==> src/rtl/sisc_fetch_unit.sv <==
// sisc_fetch_unit: instruction-fetch stage ahead of the SISC control FSM.
// Owns the PC and the instruction register, runs a variable-latency
// req/ack handshake to instruction memory and carries out the FSM's PC commands.
//
// Ports:
//   clk, rst            clock (rising edge), asynchronous active-high reset
//   ir_load             fetch request, sampled in IDLE
//   pc_rst              synchronous PC clear, highest priority; aborts a fetch
//   pc_write            load PC from pc_in
//   pc_sel              pc_in select: 0 = pc_out+1, 1 = br_addr
//   br_sel              br_addr select: 0 = pc_out+imm, 1 = imm
//   imem_ack/imem_rdata memory response, one-cycle pulse with data
//   imem_req/imem_addr  registered memory request
//   pc_out              current PC
//   opcode..imm         IR field slices
//   ir_valid            one-cycle pulse once the IR holds a new word
//   fetch_busy          high while a request is outstanding
//   halted, fetch_err   sticky status, cleared only by rst
module sisc_fetch_unit #(
    parameter int unsigned ADDR_W  = 16,
    parameter int unsigned INSTR_W = 32,
    parameter int unsigned TIMEOUT = 15
) (
    input  logic               clk,
    input  logic               rst,
    input  logic               ir_load,
    input  logic               pc_rst,
    input  logic               pc_write,
    input  logic               pc_sel,
    input  logic               br_sel,
    input  logic               imem_ack,
    input  logic [INSTR_W-1:0] imem_rdata,
    output logic               imem_req,
    output logic [ADDR_W-1:0]  imem_addr,
    output logic [ADDR_W-1:0]  pc_out,
    output logic [3:0]         opcode,
    output logic [3:0]         mm,
    output logic [3:0]         rd,
    output logic [3:0]         rs,
    output logic [3:0]         rt,
    output logic [15:0]        imm,
    output logic               ir_valid,
    output logic               fetch_busy,
    output logic               halted,
    output logic               fetch_err
);

    localparam int unsigned CNT_W = 8;
    localparam logic [3:0]  OP_HALT = 4'hF;

    typedef enum logic [1:0] {
        S_IDLE = 2'd0,
        S_REQ  = 2'd1,
        S_HALT = 2'd2
    } state_t;

    state_t               state_q, state_d;
    logic [ADDR_W-1:0]    pc_q, pc_d;
    logic [INSTR_W-1:0]   ir_q, ir_d;
    logic                 imem_req_q, imem_req_d;
    logic [ADDR_W-1:0]    imem_addr_q, imem_addr_d;
    logic                 ir_valid_q, ir_valid_d;
    logic                 halted_q, halted_d;
    logic                 fetch_err_q, fetch_err_d;
    logic [CNT_W-1:0]     cnt_q, cnt_d;

    logic                 start_c;
    logic                 done_c;
    logic                 abort_c;
    logic                 timeout_c;
    logic                 halt_op_c;
    logic [ADDR_W-1:0]    pc_plus1_c;
    logic [ADDR_W-1:0]    imm_ext_c;
    logic [ADDR_W-1:0]    br_addr_c;
    logic [ADDR_W-1:0]    pc_in_c;

    // Handshake events; an ack always wins over abort and timeout.
    always_comb begin
        start_c   = (state_q == S_IDLE) && ir_load && !pc_rst && !halted_q && !fetch_err_q;
        done_c    = (state_q == S_REQ) && imem_ack;
        abort_c   = (state_q == S_REQ) && !imem_ack && pc_rst;
        timeout_c = (state_q == S_REQ) && !imem_ack && !pc_rst
                    && (cnt_q == CNT_W'(TIMEOUT - 1));
        halt_op_c = (imem_rdata[31:28] == OP_HALT);
    end

    // Branch target and PC input mux; all sums wrap modulo 2^ADDR_W.
    always_comb begin
        pc_plus1_c = pc_q + ADDR_W'(1);
        imm_ext_c  = ADDR_W'(ir_q[15:0]);
        br_addr_c  = br_sel ? imm_ext_c : (pc_q + imm_ext_c);
        pc_in_c    = pc_sel ? br_addr_c : pc_plus1_c;
    end

    // State register.
    always_ff @(posedge clk or posedge rst) begin
        if (rst) begin
            state_q <= S_IDLE;
        end else begin
            state_q <= state_d;
        end
    end

    // Next-state logic.
    always_comb begin
        state_d = state_q;
        case (state_q)
            S_IDLE: begin
                if (start_c) begin
                    state_d = S_REQ;
                end
            end
            S_REQ: begin
                if (done_c) begin
                    state_d = halt_op_c ? S_HALT : S_IDLE;
                end else if (abort_c || timeout_c) begin
                    state_d = S_IDLE;
                end
            end
            S_HALT: state_d = S_HALT;
            default: state_d = S_IDLE;
        endcase
    end

    // Output / datapath next values.
    always_comb begin
        imem_req_d  = imem_req_q;
        imem_addr_d = imem_addr_q;
        ir_d        = ir_q;
        ir_valid_d  = 1'b0;
        halted_d    = halted_q;
        fetch_err_d = fetch_err_q;
        cnt_d       = cnt_q;

        case (state_q)
            S_IDLE: begin
                if (start_c) begin
                    imem_req_d  = 1'b1;
                    imem_addr_d = pc_q;
                    cnt_d       = '0;
                end
            end
            S_REQ: begin
                if (done_c) begin
                    ir_d       = imem_rdata;
                    imem_req_d = 1'b0;
                    ir_valid_d = 1'b1;
                    if (halt_op_c) begin
                        halted_d = 1'b1;
                    end
                end else if (abort_c) begin
                    imem_req_d = 1'b0;
                end else if (timeout_c) begin
                    imem_req_d  = 1'b0;
                    fetch_err_d = 1'b1;
                end else begin
                    cnt_d = cnt_q + CNT_W'(1);
                end
            end
            default: begin
            end
        endcase

        // PC priority: clear, explicit write, fetch auto-increment, hold.
        if (pc_rst) begin
            pc_d = '0;
        end else if (pc_write) begin
            pc_d = pc_in_c;
        end else if (done_c) begin
            pc_d = pc_plus1_c;
        end else begin
            pc_d = pc_q;
        end
    end

    // Datapath and status registers.
    always_ff @(posedge clk or posedge rst) begin
        if (rst) begin
            pc_q        <= '0;
            ir_q        <= '0;
            imem_req_q  <= 1'b0;
            imem_addr_q <= '0;
            ir_valid_q  <= 1'b0;
            halted_q    <= 1'b0;
            fetch_err_q <= 1'b0;
            cnt_q       <= '0;
        end else begin
            pc_q        <= pc_d;
            ir_q        <= ir_d;
            imem_req_q  <= imem_req_d;
            imem_addr_q <= imem_addr_d;
            ir_valid_q  <= ir_valid_d;
            halted_q    <= halted_d;
            fetch_err_q <= fetch_err_d;
            cnt_q       <= cnt_d;
        end
    end

    assign imem_req   = imem_req_q;
    assign imem_addr  = imem_addr_q;
    assign pc_out     = pc_q;
    assign ir_valid   = ir_valid_q;
    assign halted     = halted_q;
    assign fetch_err  = fetch_err_q;
    assign fetch_busy = (state_q == S_REQ);

    assign opcode = ir_q[31:28];
    assign mm     = ir_q[27:24];
    assign rd     = ir_q[23:20];
    assign rs     = ir_q[19:16];
    assign rt     = ir_q[15:12];
    assign imm    = ir_q[15:0];

endmodule

==> config.mk <==
export PLATFORM = sky130hd
export DESIGN_NAME = sisc_fetch_unit
export DESIGN_NICKNAME = d
export VERILOG_FILES = /design/src/rtl/sisc_fetch_unit.sv
export SDC_FILE = /design/constraint.sdc
export NUM_CORES = 1
export LEC_CHECK = 0
export CAP_MARGIN = 20
export CORE_ASPECT_RATIO = 1.75
export CORE_UTILIZATION = 45
export DETAILED_ROUTE_END_ITERATION = 16
export PLACE_DENSITY = 0.78
export SETUP_SLACK_MARGIN = 0.2
export SLEW_MARGIN = 30
export SYNTH_ARGS = -nofsm -noshare
export SYNTH_HDL_FRONTEND = slang
export SYNTH_SLANG_ARGS = --single-unit
==> constraint.sdc <==
create_clock -name clk -period 2.28 [get_ports clk]
set_input_delay 0.228 -clock clk [delete_from_list [all_inputs] [get_ports clk]]
set_output_delay 0.228 -clock clk [all_outputs]
set_load 0.01 [all_outputs]
==> results of run 1 <==
## worst max path at each step
stage	start	to	slack, ps	cells after the start
finish	pc_out[9]	pc_out[14]	160	8
detailed placement	pc_out[1]	pc_out[10]	6	9
CTS	pc_out[0]	pc_out[10]	190	9
floorplan	pc_out[0]	pc_out[10]	200	10
global route	pc_out[0]	pc_out[12]	60	9
global placement	pc_out[1]	pc_out[10]	70	9
## cell type report
type / instances / share of cell area
multi-input cells: 414 / 0.385
flip-flops and latches: 78 / 0.306
repair buffers: 155 / 0.230
clock buffers: 10 / 0.0374
well taps: 122 / 0.0239
clock inverters: 5 / 0.00941
inverters: 12 / 0.00764
## cells in the mapped netlist, types with 4 or more instances
master	number	area, µm²
nand2_1	160	601
dfrtp_1	78	1950
nor2_1	40	150
o21ai_0	35	175
a21oi_1	26	130
ha_1	18	225
nand3_1	15	75.1
clkbuf_1	13	48.8
inv_1	10	37.5
nor3_1	9	45.0
xnor2_1	8	70.1
a211oi_1	7	52.6
xor2_1	7	61.3
a21o_1	5	37.5
and3_1	5	31.3
nand4_1	5	31.3
a31oi_1	4	25.0
buf_1	4	15.0
buf_4	4	30.0
nand2b_1	4	25.0
nor2b_1	4	25.0
o21a_1	4	30.0
o22ai_1	4	25.0
## logic make-up (layout without fill, tap and decap cells)
group                      count (synthesis)  in the layout
and+or+nand+nor                          265            265
DFF                                       78             78
AOI/OAI and AO/OA                        112            112
adders and majority gates                 19             19
muxes                                      3              3
buffers and inverters                     35            182
xor gates and xnor gates                  15             15
## state kept, by name (all words and copies together), names as in the netlist
name,count
cnt_q,8
fetch_err,1
halted,1
imem_addr,16
imem_req,1
ir_q,32
ir_valid,1
pc_out,16
state_q,2
## report_power, final
part           switching [mW]  internal [mW]  total (mW)  leakage [nW]
registers               0.306           1.74        2.05          1.02
logic                    1.32           1.39        2.70          1.74
clock network           0.571          0.873        1.44         0.145
## layout by cell type, fill, tap and decap left out, types with 7 or more instances in the layout
cell type,n
xnor2_1,7
nor3_1,8
ha_1,10
nand2_1,159
o21ai_0,28
a21oi_1,20
clkbuf_16,9
nor2_1,40
xor2_1,7
nand3_1,15
dfrtp_1,74
buf_4,41
clkdlybuf4s50_1,112
inv_1,8
## what timing repair did
action,CTS,global route
setup buffers,2,2
resized for setup,13,26
gates cloned,0,0
pin swaps,2,11
endpoints found under the setup margin,10,12
## layer usage
metal,GRT usage,vias to the layer above,wire length [µm]
met5,0,-,0
met4,0.188,0,809
met1,0.303,2148,5090
met2,0.523,196,7290
li1,-,2093,-
met3,0.0614,55,682
==> flow_summary.ini, run 1 <==
[cells_and_area]
antenna_cells = 0
final_cells = 796
multiInputGateArea_mm2 = 0.00246
utilization = 0.674
design_area_mm2 = 0.00638
seqCellArea_mm2 = 0.00196
drive_above_1_share = 0.154
n_fill_cell = 774
fin_nets = 729
syn2layout_area_growth_pct = 45.6

[critical_path]
r2r-end = pc_out[14]
r2r_start = pc_out[9]
required_ps = 2490
rrSetupSlack_ps = 160
cpPeakStageDelay_ps = 390
crit_path_end_kind = register
cp_max_fo = 6
arrival_ps = 2330
critPathKind = reg -> reg
critPathSlowestCell = dfrtp_1
cp_cell_sequence = ha_2 > a21oi_2 > o21ai_0 > a21oi_1 > o21bai_1 > a21o_1 > a221oi_1 > a211oi_1
cp-start-kind = register
cp_top_family = compound AO/OA/AOI/OAI gates
r2r_cells = 8
cp_num_buf_inv = 0

[detailed_routing]
drc_errors = 0
wl_per_cell_um = 17.4
drt_iter0_markers = 410
drtPass1Iterations = 4
vias = 4492
antenna_left = 0
via_per_inst = 5.64
drt_wl_total_um = 13900

[clock_tree]
cts_tree = built
cts-root-buf = clkbuf_16
clock_path_buffers = 2
htree_levels = 3
holdBufCountCts = 0
insertion_delay_ps = 340
cts_buffers = 9
clk_pin_slew_ps = 60
clock-sinks = 78

[yosys]
muxShareOfSynthArea = 0.00713
async_reset_ff_frac = 1.00
avgSynthCellArea_um2 = 8.32
ys_ff_latch = 78
ys_types = 61
yosys.area_share.simple = 0.265
synth_top_family_by_area = simple AND/OR/NAND/NOR gates
synth_edf_count = 0
synth-compound-area-share = 0.163
synth_flop_cell = dfrtp_1
synthCells = 527
synthXorXnorAreaFrac = 0.0299
syn-num-nets = 586
ys_seq_area_frac = 0.445
synth_fa_ha_area_frac = 0.0559
syn_area_mm2 = 0.00439
yosysWarnings = 0

[sta]
setup_violations = 0
timing.final.crit_share = 0.932
fin_skew_ps = 7.68
hold_viol_final = 0
setup_ws_ps = 155
rsz0062_at_grt = true
timing.fmax_mhz = 471
holdWs_ps = 299
final.min_clock_period_ps = 2120
relSlewSlack = 0.623
slew_violations = 0
fin_tns_setup_ps = 0
worstMarginPinSlew_ps = 565

[grt]
grt_usage = 0.291
overflow = 0
grt_max_degree = 35
grt_pass1_vias = 4760
antenna_found_initial = 0
grt_first_pass_wirelength_um = 22900

[placement]
dpl-instance-area_mm2 = 0.00590
routabilityCongestion = 0.943
place_worst_setup_slack_ps = 5.81
dpl.hpwl_um = 10200
dp_cells = 777
numPortBuffers = 112

[power_and_ir_drop]
ir_worst_vdd_uv = 708
powerDensity_mw_per_mm2 = 970
p_leak_nw = 2.91
power.total_mw = 6.19

[floorplan]
core_area_mm2 = 0.00947
rows = 47
start_util = 0.463
fp.dieW_um = 76.6
die_h_um = 133
die_area_mm2 = 0.0102
io_pins = 113

[hold_path]
min_path_type = in -> async

[status]
status = finished clean

[job]
drv_cap = 0
Note: power is estimated with default switching activity, not from simulation.
==> run 2: changes to the inputs <==
--- a/config.mk
+++ b/config.mk
@@ -5,11 +5,15 @@
 export SDC_FILE = /design/constraint.sdc
 export NUM_CORES = 1
 export LEC_CHECK = 0
+export ABC_AREA = 1
 export CAP_MARGIN = 20
+export CELL_PAD_IN_SITES_DETAIL_PLACEMENT = 0
+export CELL_PAD_IN_SITES_GLOBAL_PLACEMENT = 1
 export CORE_ASPECT_RATIO = 1.75
-export CORE_UTILIZATION = 45
+export CORE_UTILIZATION = 33
+export CTS_BUF_LIST = sky130_fd_sc_hd__clkbuf_4
 export DETAILED_ROUTE_END_ITERATION = 16
-export PLACE_DENSITY = 0.78
+export PLACE_DENSITY = 0.8
 export SETUP_SLACK_MARGIN = 0.2
 export SLEW_MARGIN = 30
 export SYNTH_ARGS = -nofsm -noshare
==> flow_summary.ini, run 2 <==
[cells_and_area]
drive_above_1_share = 0.107
n_fill_cell = 1432
utilization = 0.457
regMostFlops = ir_q
fin_nets = 851
design_area_mm2 = 0.00635
layout_commonest_cell = nand2_1
syn2layout_area_growth_pct = 35.1
final_cells = 975
largest_reg_flops = 32
layout_common_cells = nand2_1 (255), clkdlybuf4s50_1 (112), inv_1 (79)

[sta]
timing.final.crit_share = 0.861
setup_violations = 0
timing.fmax_mhz = 509
setup_ws_ps = 317
final.min_clock_period_ps = 1960
hold_viol_final = 0
fin_tns_setup_ps = 0
worstMarginPinSlew_ps = 502
rsz0062_at_grt = false
holdWs_ps = 78.6
relSlewSlack = 0.665
slew_violations = 0
fin_skew_ps = 19.3

[yosys]
synth_edf_count = 0
yosysTopAreaCell = dfrtp_1
yosysWarnings = 0
synth.area.top_cells = dfrtp_1 (42%), nand2_1 (20%), inv_1 (6.5%)
synth_top_area_frac = 0.415
syn_area_mm2 = 0.00470
syn-num-nets = 722
ys_types = 31
ys_top_cells_by_count = nand2_1 (256), inv_1 (81), dfrtp_1 (78)
avgSynthCellArea_um2 = 7.09
ys_ff_latch = 78
synth_flop_cell = dfrtp_1
synthCells = 663
async_reset_ff_frac = 1.00
yosysMostFrequentCell = nand2_1
ys_seq_area_frac = 0.415

[clock_tree]
cts-root-buf = clkbuf_4
cts_tree = built
htree_levels = 3
clk_pin_slew_ps = 170
insertion_delay_ps = 490
clock_path_buffers = 2
clock-sinks = 78
holdBufCountCts = 0
cts_buffers = 9

[floorplan]
die_h_um = 160
rows = 57
fp.dieW_um = 92.2
start_util = 0.338
io_pins = 113
die_area_mm2 = 0.0147
core_area_mm2 = 0.0139

[critical_path]
required_ps = 2690
cp_max_fo = 5
crit_path_end_kind = register
rrSetupSlack_ps = 320
critPathKind = reg -> reg
critPathSlowestCell = dfrtp_1
path_depth = 12
cp_top_family = simple AND/OR/NAND/NOR gates
cp_num_buf_inv = 3
arrival_ps = 2370
r2r_cells = 12
cp_cell_sequence = inv_1 > fa_2 > inv_2 > nand3_1 > nand3_2 > inv_1 > or2_2 > nand3_1 > nand2_1 > o21ai_0 > nand2_1 > o21ai_0
cp-start-kind = register
cpPeakStageDelay_ps = 460

[detailed_routing]
wl_per_cell_um = 14.9
drt_iter0_markers = 222
antenna_left = 0
vias = 4593
drc_errors = 0
drtPass1Iterations = 4
drt_wl_total_um = 14500
via_per_inst = 4.71

[status]
status = finished clean

[power_and_ir_drop]
ir_worst_vdd_uv = 194
power.total_mw = 2.87
powerDensity_mw_per_mm2 = 452
p_leak_nw = 3.24

[placement]
routabilityCongestion = 0.925
dpl.hpwl_um = 11100
place_worst_setup_slack_ps = 236
dp_cells = 954
numPortBuffers = 112
dpl-instance-area_mm2 = 0.00613

[grt]
overflow = 0
antenna_found_initial = 1
grt_max_degree = 42
busiest_layer = met2
grt_pass1_vias = 4678
grt_first_pass_wirelength_um = 23900
met1_usage = 0.233
grtUsageMet2 = 0.381
grt_usage = 0.209
grt_use_met3 = 0.0286

[hold_path]
min_path_type = in -> async

[job]
drv_cap = 0
## run 2: what timing repair did
| action | 4_1_cts | 5_1_grt |
|---|---|---|
| pin swaps | 0 | 1 |
| resized for setup | 0 | 13 |
| endpoints found under the setup margin | 2 | 9 |
| setup buffers | 1 | 3 |
## run 2: cell families after synthesis
logic type	count (synthesis)	synth area share
AND/OR/NAND/NOR	372	0.332
buffers and inverters	109	0.0958
flip-flops	78	0.415
AO/OA/AOI/OAI	74	0.0828
adder cells (fa/ha/maj)	19	0.0522
XOR/XNOR	8	0.0149
multiplexers	3	0.00719
## run 2: area by class of cell
class / instances / area, µm² / share of cell area
multi-input combinational: 476 / 2340 / 0.368
sequential: 78 / 1960 / 0.308
timing repair buffer: 141 / 1360 / 0.215
inverter: 86 / 327 / 0.0514
tap: 177 / 221 / 0.0349
clock inverter: 7 / 72.6 / 0.0114
clock buffer: 9 / 67.6 / 0.0106
antenna: 1 / 2.50 / 0.000394
## run 2: final timing paths
check,start,endpoint
setup / recovery,pc_out[1],pc_out[4]
hold / removal,rst,ir_q[31]
setup reg to reg,pc_out[1],pc_out[4]
hold reg to reg,ir_q[30],ir_q[30]
max in group asynchronous,rst,imem_addr[14]
min in group clk,imem_rdata[21],ir_q[21]
## run 2: worst register-to-register path, cell delays in order (launching register included)
cell and delay [ps]:
dfrtp_1 460, inv_1 130, fa_2 400, inv_2 80, nand3_1 80, nand3_2 100, inv_1 50, or2_2 260
nand3_1 70, nand2_1 50, o21ai_0 70, nand2_1 60, o21ai_0 70
## run 2: layer usage
metal  part of all wire  wire length (µm)
met3              0.029               418
met1               0.39              5680
met4              0.037               531
met5                  0                 0
met2               0.54              7920
## run 2: report_power, final
part | internal [mW] | switching [mW]
combinational | 0.238 | 0.308
clock | 0.259 | 0.626
sequential | 1.41 | 0.0282
total | 1.91 | 0.962
